`config.mk`:
```
export PLATFORM = sky130hd
export DESIGN_NAME = bip_control
export DESIGN_NICKNAME = d
export VERILOG_FILES = /design/src/rtl/bip_pkg.sv /design/src/rtl/bip_decoder.sv /design/src/rtl/bip_control.sv
export SDC_FILE = /design/constraint.sdc
export NUM_CORES = 1
export LEC_CHECK = 0
export BUFFER_PORTS_ARGS = -buffer_cell sky130_fd_sc_hd__buf_4
export CAP_MARGIN = 20
export CORE_ASPECT_RATIO = 1.2
export CORE_MARGIN = 2
export CORE_UTILIZATION = 45
export CTS_CLUSTER_DIAMETER = 40
export DETAILED_ROUTE_END_ITERATION = 7
export GPL_ROUTABILITY_DRIVEN = 0
export GPL_TIMING_DRIVEN = 1
export PLACE_DENSITY = 0.87
export SKIP_LAST_GASP = 1
export SLEW_MARGIN = 25
export SYNTH_ARGS = -nofsm -noshare
export SYNTH_HDL_FRONTEND = slang
export SYNTH_SLANG_ARGS = --single-unit
```
`constraint.sdc`:
```
create_clock -name CLK -period 1.94 [get_ports CLK]
set_input_delay 0.291 -clock CLK [delete_from_list [all_inputs] [get_ports CLK]]
set_output_delay 0.291 -clock CLK [all_outputs]
set_load 0.005 [all_outputs]
```
`src/rtl/bip_pkg.sv`:
```
`default_nettype none
// ============================================================================
// Module   : bip_pkg
// Purpose  : Shared encodings for the BIP control unit: opcodes, ACC source
//            selects, ALU B source selects, ALU operations and FSM states.
// Revision : 1.0 - initial release
// ============================================================================
package bip_pkg;

  localparam logic [4:0] OPC_HLT  = 5'b00000;
  localparam logic [4:0] OPC_STO  = 5'b00001;
  localparam logic [4:0] OPC_LD   = 5'b00010;
  localparam logic [4:0] OPC_LDI  = 5'b00011;
  localparam logic [4:0] OPC_ADD  = 5'b00100;
  localparam logic [4:0] OPC_ADDI = 5'b00101;
  localparam logic [4:0] OPC_SUB  = 5'b00110;
  localparam logic [4:0] OPC_SUBI = 5'b00111;

  localparam logic [1:0] SELA_DM  = 2'b00;
  localparam logic [1:0] SELA_IMM = 2'b01;
  localparam logic [1:0] SELA_ALU = 2'b10;

  localparam logic SELB_IMM = 1'b0;
  localparam logic SELB_DM  = 1'b1;

  localparam logic ALU_ADD = 1'b0;
  localparam logic ALU_SUB = 1'b1;

  typedef enum logic [0:0] {
    ST_RUN  = 1'b0,
    ST_HALT = 1'b1
  } state_t;

endpackage : bip_pkg
`default_nettype wire

```
`src/rtl/bip_decoder.sv`:
```
`default_nettype none
// ============================================================================
// Module   : bip_decoder
// Purpose  : Purely combinational opcode decoder. Produces raw (ungated)
//            datapath controls; the caller qualifies strobes with exec.
// Ports    : i_opc        opcode field of the instruction
//            o_sel_a      ACC source select
//            o_sel_b      ALU B source select
//            o_op         ALU operation
//            o_wr_acc     ACC write request
//            o_wr_ram     data-memory write request
//            o_rd_ram     data-memory read request
//            o_is_hlt     opcode is HLT
//            o_is_illegal opcode is undefined
// Revision : 1.0 - initial release
// ============================================================================
module bip_decoder
  import bip_pkg::*;
#(
  parameter int OPC_W = 5
) (
  input  logic [OPC_W-1:0] i_opc,
  output logic [1:0]       o_sel_a,
  output logic             o_sel_b,
  output logic             o_op,
  output logic             o_wr_acc,
  output logic             o_wr_ram,
  output logic             o_rd_ram,
  output logic             o_is_hlt,
  output logic             o_is_illegal
);

  always_comb begin
    o_sel_a      = SELA_DM;
    o_sel_b      = SELB_IMM;
    o_op         = ALU_ADD;
    o_wr_acc     = 1'b0;
    o_wr_ram     = 1'b0;
    o_rd_ram     = 1'b0;
    o_is_hlt     = 1'b0;
    o_is_illegal = 1'b0;
    case (i_opc)
      OPC_HLT: o_is_hlt = 1'b1;
      OPC_STO: o_wr_ram = 1'b1;
      OPC_LD: begin
        o_rd_ram = 1'b1;
        o_sel_a  = SELA_DM;
        o_wr_acc = 1'b1;
      end
      OPC_LDI: begin
        o_sel_a  = SELA_IMM;
        o_wr_acc = 1'b1;
      end
      OPC_ADD, OPC_SUB: begin
        o_rd_ram = 1'b1;
        o_sel_b  = SELB_DM;
        o_op     = (i_opc == OPC_SUB) ? ALU_SUB : ALU_ADD;
        o_sel_a  = SELA_ALU;
        o_wr_acc = 1'b1;
      end
      OPC_ADDI, OPC_SUBI: begin
        o_sel_b  = SELB_IMM;
        o_op     = (i_opc == OPC_SUBI) ? ALU_SUB : ALU_ADD;
        o_sel_a  = SELA_ALU;
        o_wr_acc = 1'b1;
      end
      // Undefined opcodes behave as NOP but are flagged.
      default: o_is_illegal = 1'b1;
    endcase
  end

endmodule : bip_decoder
`default_nettype wire

```
`src/rtl/bip_control.sv`:
```
`default_nettype none
// ============================================================================
// Module   : bip_control
// Purpose  : Control unit of the BIP accumulator processor. Owns the PC,
//            fetches from asynchronous program memory, decodes each
//            instruction into datapath controls and runs one instruction per
//            clock until HLT, with an optional single-step debug mode.
// Ports    : CLK, RESET          clock, synchronous active-high reset
//            INSTR_IN            program-memory data at PC_OUT
//            STEP_MODE/PULSE     step-mode enable / per-cycle execute enable
//            PC_OUT              program-memory address
//            OPERAND_OUT         instruction operand field
//            SEL_A, SEL_B, OP    datapath selects (not gated by exec)
//            WR_ACC/WR_RAM/RD_RAM strobes (gated by exec)
//            HALTED, ILLEGAL     status; ILLEGAL is sticky until reset
//            RETIRED             saturating executed-instruction count
// Revision : 1.0 - initial release
// ============================================================================
module bip_control
  import bip_pkg::*;
#(
  parameter int PC_W  = 11,
  parameter int OPC_W = 5,
  parameter int CNT_W = 32
) (
  input  logic             CLK,
  input  logic             RESET,
  input  logic [15:0]      INSTR_IN,
  input  logic             STEP_MODE,
  input  logic             STEP_PULSE,
  output logic [PC_W-1:0]  PC_OUT,
  output logic [10:0]      OPERAND_OUT,
  output logic [1:0]       SEL_A,
  output logic             SEL_B,
  output logic             WR_ACC,
  output logic             OP,
  output logic             WR_RAM,
  output logic             RD_RAM,
  output logic             HALTED,
  output logic             ILLEGAL,
  output logic [CNT_W-1:0] RETIRED
);

  state_t            r_state;
  logic [PC_W-1:0]   r_pc;
  logic [CNT_W-1:0]  r_retired;
  logic              r_illegal;

  logic [OPC_W-1:0]  w_opc;
  logic              w_exec;
  logic              w_wr_acc;
  logic              w_wr_ram;
  logic              w_rd_ram;
  logic              w_is_hlt;
  logic              w_is_illegal;

  assign w_opc = INSTR_IN[15 -: OPC_W];

  bip_decoder #(
    .OPC_W (OPC_W)
  ) u_decoder (
    .i_opc        (w_opc),
    .o_sel_a      (SEL_A),
    .o_sel_b      (SEL_B),
    .o_op         (OP),
    .o_wr_acc     (w_wr_acc),
    .o_wr_ram     (w_wr_ram),
    .o_rd_ram     (w_rd_ram),
    .o_is_hlt     (w_is_hlt),
    .o_is_illegal (w_is_illegal)
  );

  // RESET is folded in so that a reset cycle aborts the instruction
  // combinationally, not just from the next edge on.
  assign w_exec = (r_state == ST_RUN) && (!STEP_MODE || STEP_PULSE) && !RESET;

  assign WR_ACC      = w_wr_acc & w_exec;
  assign WR_RAM      = w_wr_ram & w_exec;
  assign RD_RAM      = w_rd_ram & w_exec;
  assign OPERAND_OUT = INSTR_IN[10:0];
  assign PC_OUT      = r_pc;
  assign HALTED      = (r_state == ST_HALT);
  assign ILLEGAL     = r_illegal;
  assign RETIRED     = r_retired;

  always_ff @(posedge CLK) begin
    if (RESET) begin
      r_state   <= ST_RUN;
      r_pc      <= '0;
      r_retired <= '0;
      r_illegal <= 1'b0;
    end else if (w_exec) begin
      if (w_is_hlt) begin
        r_state <= ST_HALT;
      end else begin
        // PC wraps naturally at 2^PC_W.
        r_pc <= r_pc + 1'b1;
        if (r_retired != '1) begin
          r_retired <= r_retired + 1'b1;
        end
        if (w_is_illegal) begin
          r_illegal <= 1'b1;
        end
      end
    end
  end

endmodule : bip_control
`default_nettype wire

```
==> results by group, run 1 <==
Final layout
  • Count of nets after finishing: 411
  • Area taken by multi-input logic gates: 0.00151 mm2
  • Proportion of layout cells with a drive suffix above 1: 47.7%
  • Sequential cell area in the final layout: 920 um2
  • Filler instances: 385
  • Most common cell after layout, fill and taps aside: sky130_fd_sc_hd__buf_4
  • Number of antenna diodes: 0
  • Commonest cells after routing, fill and taps aside: 110 x sky130_fd_sc_hd__buf_4, 30 x sky130_fd_sc_hd__dfxtp_1, 26 x sky130_fd_sc_hd__nor2_1
  • Final design area excluding fillers: 0.00360 mm2
  • Area Overhead vs Synth: 47.5%

STA
  • Final period util: 105%
  • Final slew viol count: 0
  • Unrepaired setup endpoints after global routing: yes
  • Setup violations, final: 14
  • Max-Slew Margin vs Limit: 66.1%
  • Worst Slack Setup Final: -102 ps
  • Hold Vio Cnt, Final: 0
  • Final sum of negative setup slack: -716 ps
  • Max Clock Skew: 9.96 ps
  • Worst Max-Slew Pin Slew: 509 ps
  • Clock period minus final worst setup slack: 2040 ps
  • Peak clock frequency supported by timing: 490 MHz

Logic synthesis
  • Sequential cell area fraction in the yosys report: 36.9%
  • Share of flip-flops with an asynchronous set or reset: 0%
  • Post-synthesis sequential element count: 45
  • Number of instances in the synthesized netlist: 288
  • Net Count, Synth: 310
  • Multiplexer fraction of the synthesized cell area: 4.25%
  • Main combinational cell family by area after synthesis: simple AND/OR/NAND/NOR gates
  • Number of flops mapped to enable cells by yosys: 0
  • Most used DFF post-synth: sky130_fd_sc_hd__dfxtp_1
  • Distinct cells, synth: 49
  • Adder-Cell Fraction of Synth Area: 1.02%
  • Compound-cell area share of the yosys netlist: 13.8%
  • Synthesized area: 0.00244 mm2
  • Fraction of synthesized cell area in xor and xnor cells: 3.59%
  • Post-Synthesis Mean Instance Area: 8.48 um2
  • YS warnings: 0
  • Post-synthesis simple-gate area fraction: 32.8%

Setup path
  • Startpoint types: flip-flop
  • Worst Setup End Kind: flip-flop
  • Highest fanout seen on the critical path: 6
  • Endpoint of the most critical register-to-register path: RETIRED[4]$_SDFFE_PP0P_
  • R2R cell count: 6
  • Critical Path RT: 2120 ps
  • Crit path DAT: 2220 ps
  • Setup slack of the worst register-to-register path: -100 ps
  • Reg-to-Reg Start: RETIRED[27]$_SDFFE_PP0P_
  • Classification of the worst setup path: flip-flop to flip-flop

Power and ir drop
  • Clock network power share: 39.8%
  • Part of the total power dissipated in sequential elements: 50.9%
  • Max IR drop VDD: 354 uV
  • Power density relative to cell area: 522 mW/mm2
  • LEAKAGE: 0.00143 uW
  • Switching power total: 432 uW
  • Combinational fraction of design power: 9.3%
  • Switching power as a share of total power: 23.0%
  • Cell internal pwr: 1450 uW

Floorplanning
  • Y dimension of the die: 84.7 um
  • Number of placed I/O pins: 83
  • Total die area: 0.00603 mm2
  • Starting utilization of the core area: 46.4%
  • Die boundary width: 71.3 um
  • Core region area: 0.00526 mm2
  • Number of placement rows: 29

Routing
  • 1st-pass router iterations: 4
  • Routed wire per std cell: 16.8 um
  • Via count: 2702
  • Routed length on met3: 434 um
  • Detail-routed via count per cell: 5.98
  • Post-route ant nets: 0
  • DRC Markers: 0
  • DRT met1 WL: 2.99 mm
  • Routed WL: 7.60 mm
  • Sum of met2 wire segment lengths after detailed routing: 3.97 mm
  • Highest Signal Layer: met4
  • Count of routing violations after the opening detailed-route iteration: 237

Global routing
  • Pin count of the biggest net entering global routing: 46
  • Initial antenna violation count: 0
  • Overall global routing resource usage: 23.2%
  • Wire length of the first global-routing pass: 11.5 mm
  • Total congestion overflow: 0
  • Number of global-route vias before repair: 2626

Place
  • Area of placed instances: 0.00324 mm2
  • Estimated wirelength of the detail-placed design: 5.00 mm
  • IO buf count: 60

Clock network
  • Root buf cell: sky130_fd_sc_hd__clkbuf_8
  • Clk sinks: 45
  • H-tree level count: 2
  • Clock latency on the worst-skew pair: 310 ps
  • TritonCTS clock tree: done
  • Largest buffer count on any clock path: 2
  • Clk pin slew, worst setup/hold paths: 90 ps
  • Total CTS buffers: 5

Hold path
  • Startpoint of the most critical hold path: INSTR_IN[14]
  • Path type of the worst min-delay path: input port to flip-flop
  • Worst hold path depth: 3
  • End point of the most critical hold path: ILLEGAL$_SDFFE_PP0P_

Run status
  • Outcome: complete, but fails checks
  • Violated checks: negative setup slack

Job
  • Maximum Capacitance Violations: 0
==> final cells by class <==
class                   count  area share, %
flip-flops and latches     45           25.5
inverters                   2          0.208
well taps                  62           2.15
clock inverters             1          0.834
multi-input cells         216           42.0
repair buffers            119           26.8
clock buffers               7           2.40
==> cells in the mapped netlist (2+ instances only) <==
library cell	count	area share [%]
sky130_fd_sc_hd__o21ai_1	5	1.0
sky130_fd_sc_hd__nand2_1	19	2.9
sky130_fd_sc_hd__o41ai_1	2	0.72
sky130_fd_sc_hd__mux2_2	7	3.2
sky130_fd_sc_hd__o311ai_0	2	0.72
sky130_fd_sc_hd__nor2_1	28	4.3
sky130_fd_sc_hd__buf_4	12	3.7
sky130_fd_sc_hd__or4_1	4	1.2
sky130_fd_sc_hd__ha_1	2	1.0
sky130_fd_sc_hd__xnor2_1	7	2.5
sky130_fd_sc_hd__or4_2	6	2.2
sky130_fd_sc_hd__buf_6	5	2.3
sky130_fd_sc_hd__o31ai_1	9	2.8
sky130_fd_sc_hd__nor4_1	10	2.6
sky130_fd_sc_hd__or3_1	9	2.3
sky130_fd_sc_hd__o21ai_0	5	1.0
sky130_fd_sc_hd__nor2b_1	9	2.3
sky130_fd_sc_hd__o211ai_1	2	0.61
sky130_fd_sc_hd__nor3b_1	3	0.92
sky130_fd_sc_hd__buf_2	3	0.61
sky130_fd_sc_hd__dfxtp_1	45	37
sky130_fd_sc_hd__o21a_1	2	0.61
sky130_fd_sc_hd__nor3_1	8	1.6
sky130_fd_sc_hd__xor2_1	3	1.1
sky130_fd_sc_hd__inv_1	2	0.31
sky130_fd_sc_hd__nand4_1	15	3.8
sky130_fd_sc_hd__and3_1	7	1.8
sky130_fd_sc_hd__nand3_1	14	2.9
sky130_fd_sc_hd__a21oi_1	19	3.9
sky130_fd_sc_hd__clkbuf_1	5	0.77
==> power by group through the flow <==
| stage | clock network (uW) | registers, uW | logic (uW) |
|---|---|---|---|
| 6_report | 747 | 957 | 176 |
| 5_1_grt | 781 | 960 | 193 |
| 4_1_cts | 743 | 952 | 165 |
| 3_5_place_dp | 0 | 974 | 164 |
| 3_3_place_gp | 0 | 973 | 157 |
| 2_1_floorplan | 0 | 976 | 90.2 |
==> timing repair <==
item | CTS | global route
pin swaps | 3 | 13
hold buffers | 0 | 0
gates cloned | 0 | 2
buffers inserted | 2 | 2
endpoints found under the setup margin | 22 | 22
resized for setup | 6 | 36
==> worst max-delay path by stage <==
stage / start / to / depth (start not counted) / slack [ps]
floorplan: RETIRED[18]$_SDFFE_PP0P_ / RETIRED[1]$_SDFFE_PP0P_ / 6 / -3
global placement: RETIRED[27]$_SDFFE_PP0P_ / RETIRED[19]$_SDFFE_PP0P_ / 5 / -40
detailed placement: RETIRED[27]$_SDFFE_PP0P_ / RETIRED[18]$_SDFFE_PP0P_ / 6 / -130
CTS: RETIRED[10]$_SDFFE_PP0P_ / RETIRED[23]$_SDFFE_PP0P_ / 6 / 7
global route: RETIRED[27]$_SDFFE_PP0P_ / RETIRED[4]$_SDFFE_PP0P_ / 6 / -150
finish: RETIRED[27]$_SDFFE_PP0P_ / RETIRED[4]$_SDFFE_PP0P_ / 6 / -100
==> registers in the layout (all words and copies together), names as in the netlist <==
name	count
HALTED	1
ILLEGAL	1
PC_OUT	11
RETIRED	32
==> routing by layer <==
metal / up-vias / global-route usage (%)
li1: 1266 / -
met1: 1296 / 25.7
met2: 116 / 41.6
met3: 24 / 4.80
met4: 0 / 10.5
met5: - / 0
==> worst max-delay path, cell delays in order (launching register included) <==
cell and delay, ps:
sky130_fd_sc_hd__dfxtp_1 360, sky130_fd_sc_hd__nand4_1 170, sky130_fd_sc_hd__or4_4 560, sky130_fd_sc_hd__and4bb_4 440, sky130_fd_sc_hd__buf_6 140, sky130_fd_sc_hd__o311ai_0 130, sky130_fd_sc_hd__o41ai_1 120
==> through the flow <==
step | hold WS (ps) | cells | util (%) | worst slack [ps] | total power, uW
3_5_place_dp | 461 | 438 | 61.5 | -126 | 1140
3_3_place_gp | 449 | 438 | 61.5 | -38.5 | 1130
2_1_floorplan | 456 | 288 | - | -3.30 | 1070
6_report | 320 | 452 | 68.5 | -102 | 1880
5_1_grt | 346 | 452 | 68.5 | -146 | 1930
4_1_cts | 325 | 448 | 64.8 | 7.14 | 1860
==> logic make-up after synthesis <==
family	Yosys count
simple gates	142
compound gates	53
flops	45
buf+inv	27
xor+xnor	10
mux	9
fa+ha+maj	2
No activity file was read; power rests on OpenSTA's default activity.
==> run 2, diff against run 1 <==
- clock period: 1.94 -> 1.83 ns (I/O delays scaled with it)
==> results by group, run 2 (synthesis results as in run 1) <==
Run status
  • Outcome: complete, but fails checks (unchanged)
  • Violated checks: negative setup slack (unchanged)

Final layout
  • Number of flip-flops under the largest register name: 32 (unchanged)
  • Core utilization of the finished layout: 73.8% (was 68.5%)
  • Commonest cells after routing, fill and taps aside: 117 x sky130_fd_sc_hd__buf_4, 29 x sky130_fd_sc_hd__dfxtp_1, 25 x sky130_fd_sc_hd__nor2_1 (was 110 x sky130_fd_sc_hd__buf_4, 30 x sky130_fd_sc_hd__dfxtp_1, 26 x sky130_fd_sc_hd__nor2_1)
  • Filler instances: 326 (was 385)
  • Proportion of layout cells with a drive suffix above 1: 55.0% (was 47.7%)
  • Sequential cell area in the final layout: 931 um2 (was 920 um2)
  • Layout Cells excl Fill: 466 (was 452)
  • Area Overhead vs Synth: 59.0% (was 47.5%)
  • Count of nets after finishing: 425 (was 411)
  • Most common cell after layout, fill and taps aside: sky130_fd_sc_hd__buf_4 (unchanged)
  • Area taken by multi-input logic gates: 0.00167 mm2 (was 0.00151 mm2)
  • Number of antenna diodes: 0 (unchanged)

STA
  • Setup violations, final: 32 (was 14)
  • Worst Slack Setup Final: -227 ps (was -102 ps)
  • Hold Vio Cnt, Final: 0 (unchanged)
  • Worst Max-Slew Pin Slew: 567 ps (was 509 ps)
  • Unrepaired setup endpoints after global routing: yes (unchanged)
  • Max Clock Skew: 8.09 ps (was 9.96 ps)
  • Final slew viol count: 0 (unchanged)
  • Clock period minus final worst setup slack: 2060 ps (was 2040 ps)
  • Max-Slew Margin vs Limit: 62.2% (was 66.1%)
  • Peak clock frequency supported by timing: 486 MHz (was 490 MHz)
  • Final period util: 112% (was 105%)

Job
  • Maximum Capacitance Violations: 0 (unchanged)

Power and ir drop
  • Max IR drop VDD: 513 uV (was 354 uV)
  • LEAKAGE: 0.00156 uW (was 0.00143 uW)
  • Power density relative to cell area: 470 mW/mm2 (was 522 mW/mm2)

Clock network
  • Clk pin slew, worst setup/hold paths: 90 ps (about the same)
  • TritonCTS clock tree: done (unchanged)
  • Largest buffer count on any clock path: 2 (unchanged)
  • Clock latency on the worst-skew pair: 310 ps (about the same)
  • H-tree level count: 2 (unchanged)
  • Hold buffer count at CTS: 0 (unchanged)
  • Root buf cell: sky130_fd_sc_hd__clkbuf_8 (unchanged)
  • Total CTS buffers: 5 (unchanged)
  • Clk sinks: 45 (unchanged)

Setup path
  • Worst Setup End Kind: flip-flop (unchanged)
  • Reg-to-Reg Start: RETIRED[27]$_SDFFE_PP0P_ (unchanged)
  • Crit path DAT: 2250 ps (was 2220 ps)
  • Critical Path RT: 2030 ps (was 2120 ps)
  • Start point of the critical path: RETIRED[27]$_SDFFE_PP0P_ (unchanged)
  • Startpoint types: flip-flop (unchanged)
  • Highest fanout seen on the critical path: 7 (was 6)
  • Classification of the worst setup path: flip-flop to flip-flop (unchanged)

Place
  • Worst slack after detailed placement: -181 ps (was -126 ps)
  • Estimated wirelength of the detail-placed design: 4.94 mm (was 5.00 mm)
  • IO buf count: 60 (unchanged)
  • Post-placement cell count: 442 (was 438)

Floorplanning
  • Number of placed I/O pins: 83 (unchanged)
  • Number of placement rows: 29 (unchanged)
  • Total die area: 0.00603 mm2 (unchanged)
  • Starting utilization of the core area: 46.4% (unchanged)
  • Die boundary width: 71.3 um (unchanged)
  • Core region area: 0.00526 mm2 (unchanged)
  • Y dimension of the die: 84.7 um (unchanged)

Routing
  • Highest Signal Layer: met4 (unchanged)
  • Routed length on met3: 652 um (was 434 um)
  • Detail-routed via count per cell: 6.30 (was 5.98)
  • Sum of met2 wire segment lengths after detailed routing: 4.58 mm (was 3.97 mm)
  • Routed WL: 9.01 mm (was 7.60 mm)
  • Via count: 2937 (was 2702)
  • 1st-pass router iterations: 6 (was 4)
  • DRC Markers: 0 (unchanged)
  • Post-route ant nets: 0 (unchanged)
  • Routed wire per std cell: 19.3 um (was 16.8 um)
  • Count of routing violations after the opening detailed-route iteration: 284 (was 237)
  • DRT met1 WL: 3.29 mm (was 2.99 mm)

Hold path
  • Startpoint of the most critical hold path: INSTR_IN[14] (unchanged)
  • Path type of the worst min-delay path: input port to flip-flop (unchanged)

Global routing
  • Overall global routing resource usage: 24.7% (was 23.2%)
  • Number of global-route vias before repair: 2694 (was 2626)
  • Wire length of the first global-routing pass: 12.2 mm (was 11.5 mm)
  • Initial antenna violation count: 0 (unchanged)
  • Total congestion overflow: 0 (unchanged)
  • Pin count of the biggest net entering global routing: 46 (unchanged)
run 2: through the flow:
stage	power [uW]	cell area (um2)	hold slack [ps]	TNS (ps)
floorplan	1130	2520	456	-260
global placement	1190	3320	449	-2150
detailed placement	1200	3320	453	-3530
CTS	1810	3600	299	-1440
global route	1890	3880	327	-5760
finish	1830	3880	299	-4540
run 2: final cells by class:
type / count / share of cell area [%]
multi-input cells: 216 / 43.0
repair buffers: 133 / 28.7
flip-flops and latches: 45 / 24.0
clock buffers: 7 / 1.97
clock inverters: 1 / 0.193
well taps: 62 / 2.00
inverters: 2 / 0.193
run 2: worst paths after layout:
check,cells past startpoint,endpoint,slack (ps)
max,7,RETIRED[15]$_SDFFE_PP0P_,-230
min,3,ILLEGAL$_SDFFE_PP0P_,300
max reg2reg,7,RETIRED[15]$_SDFFE_PP0P_,-230
min reg2reg,1,ILLEGAL$_SDFFE_PP0P_,480
run 2: metal layers:
layer	vias to the layer above	global-route usage (%)
li1	1296	-
met5	-	0
met3	60	4.44
met2	191	43.3
met1	1390	28.1
met4	0	13.0
run 2: repair_timing:
action / in CTS / in global routing
gates cloned: 1 / 1
endpoints found under the setup margin: 29 / 32
pin swaps: 10 / 24
gates resized for setup: 26 / 49
buffers inserted: 6 / 8
run 2: critical path, stage by stage, from the launching register on:
cell	delay (ps)
sky130_fd_sc_hd__dfxtp_2	340
sky130_fd_sc_hd__nand4_1	200
sky130_fd_sc_hd__buf_4	210
sky130_fd_sc_hd__or4_4	460
sky130_fd_sc_hd__nor3b_4	250
sky130_fd_sc_hd__buf_12	170
sky130_fd_sc_hd__nor4_2	50
sky130_fd_sc_hd__mux2_2	270
run 2: report_power, final:
part	internal [uW]	leakage [uW]	switching (uW)
Clock	271	0.0000385	354
Combinational	95.1	0.00115	100
Sequential	989	0.000373	16.7
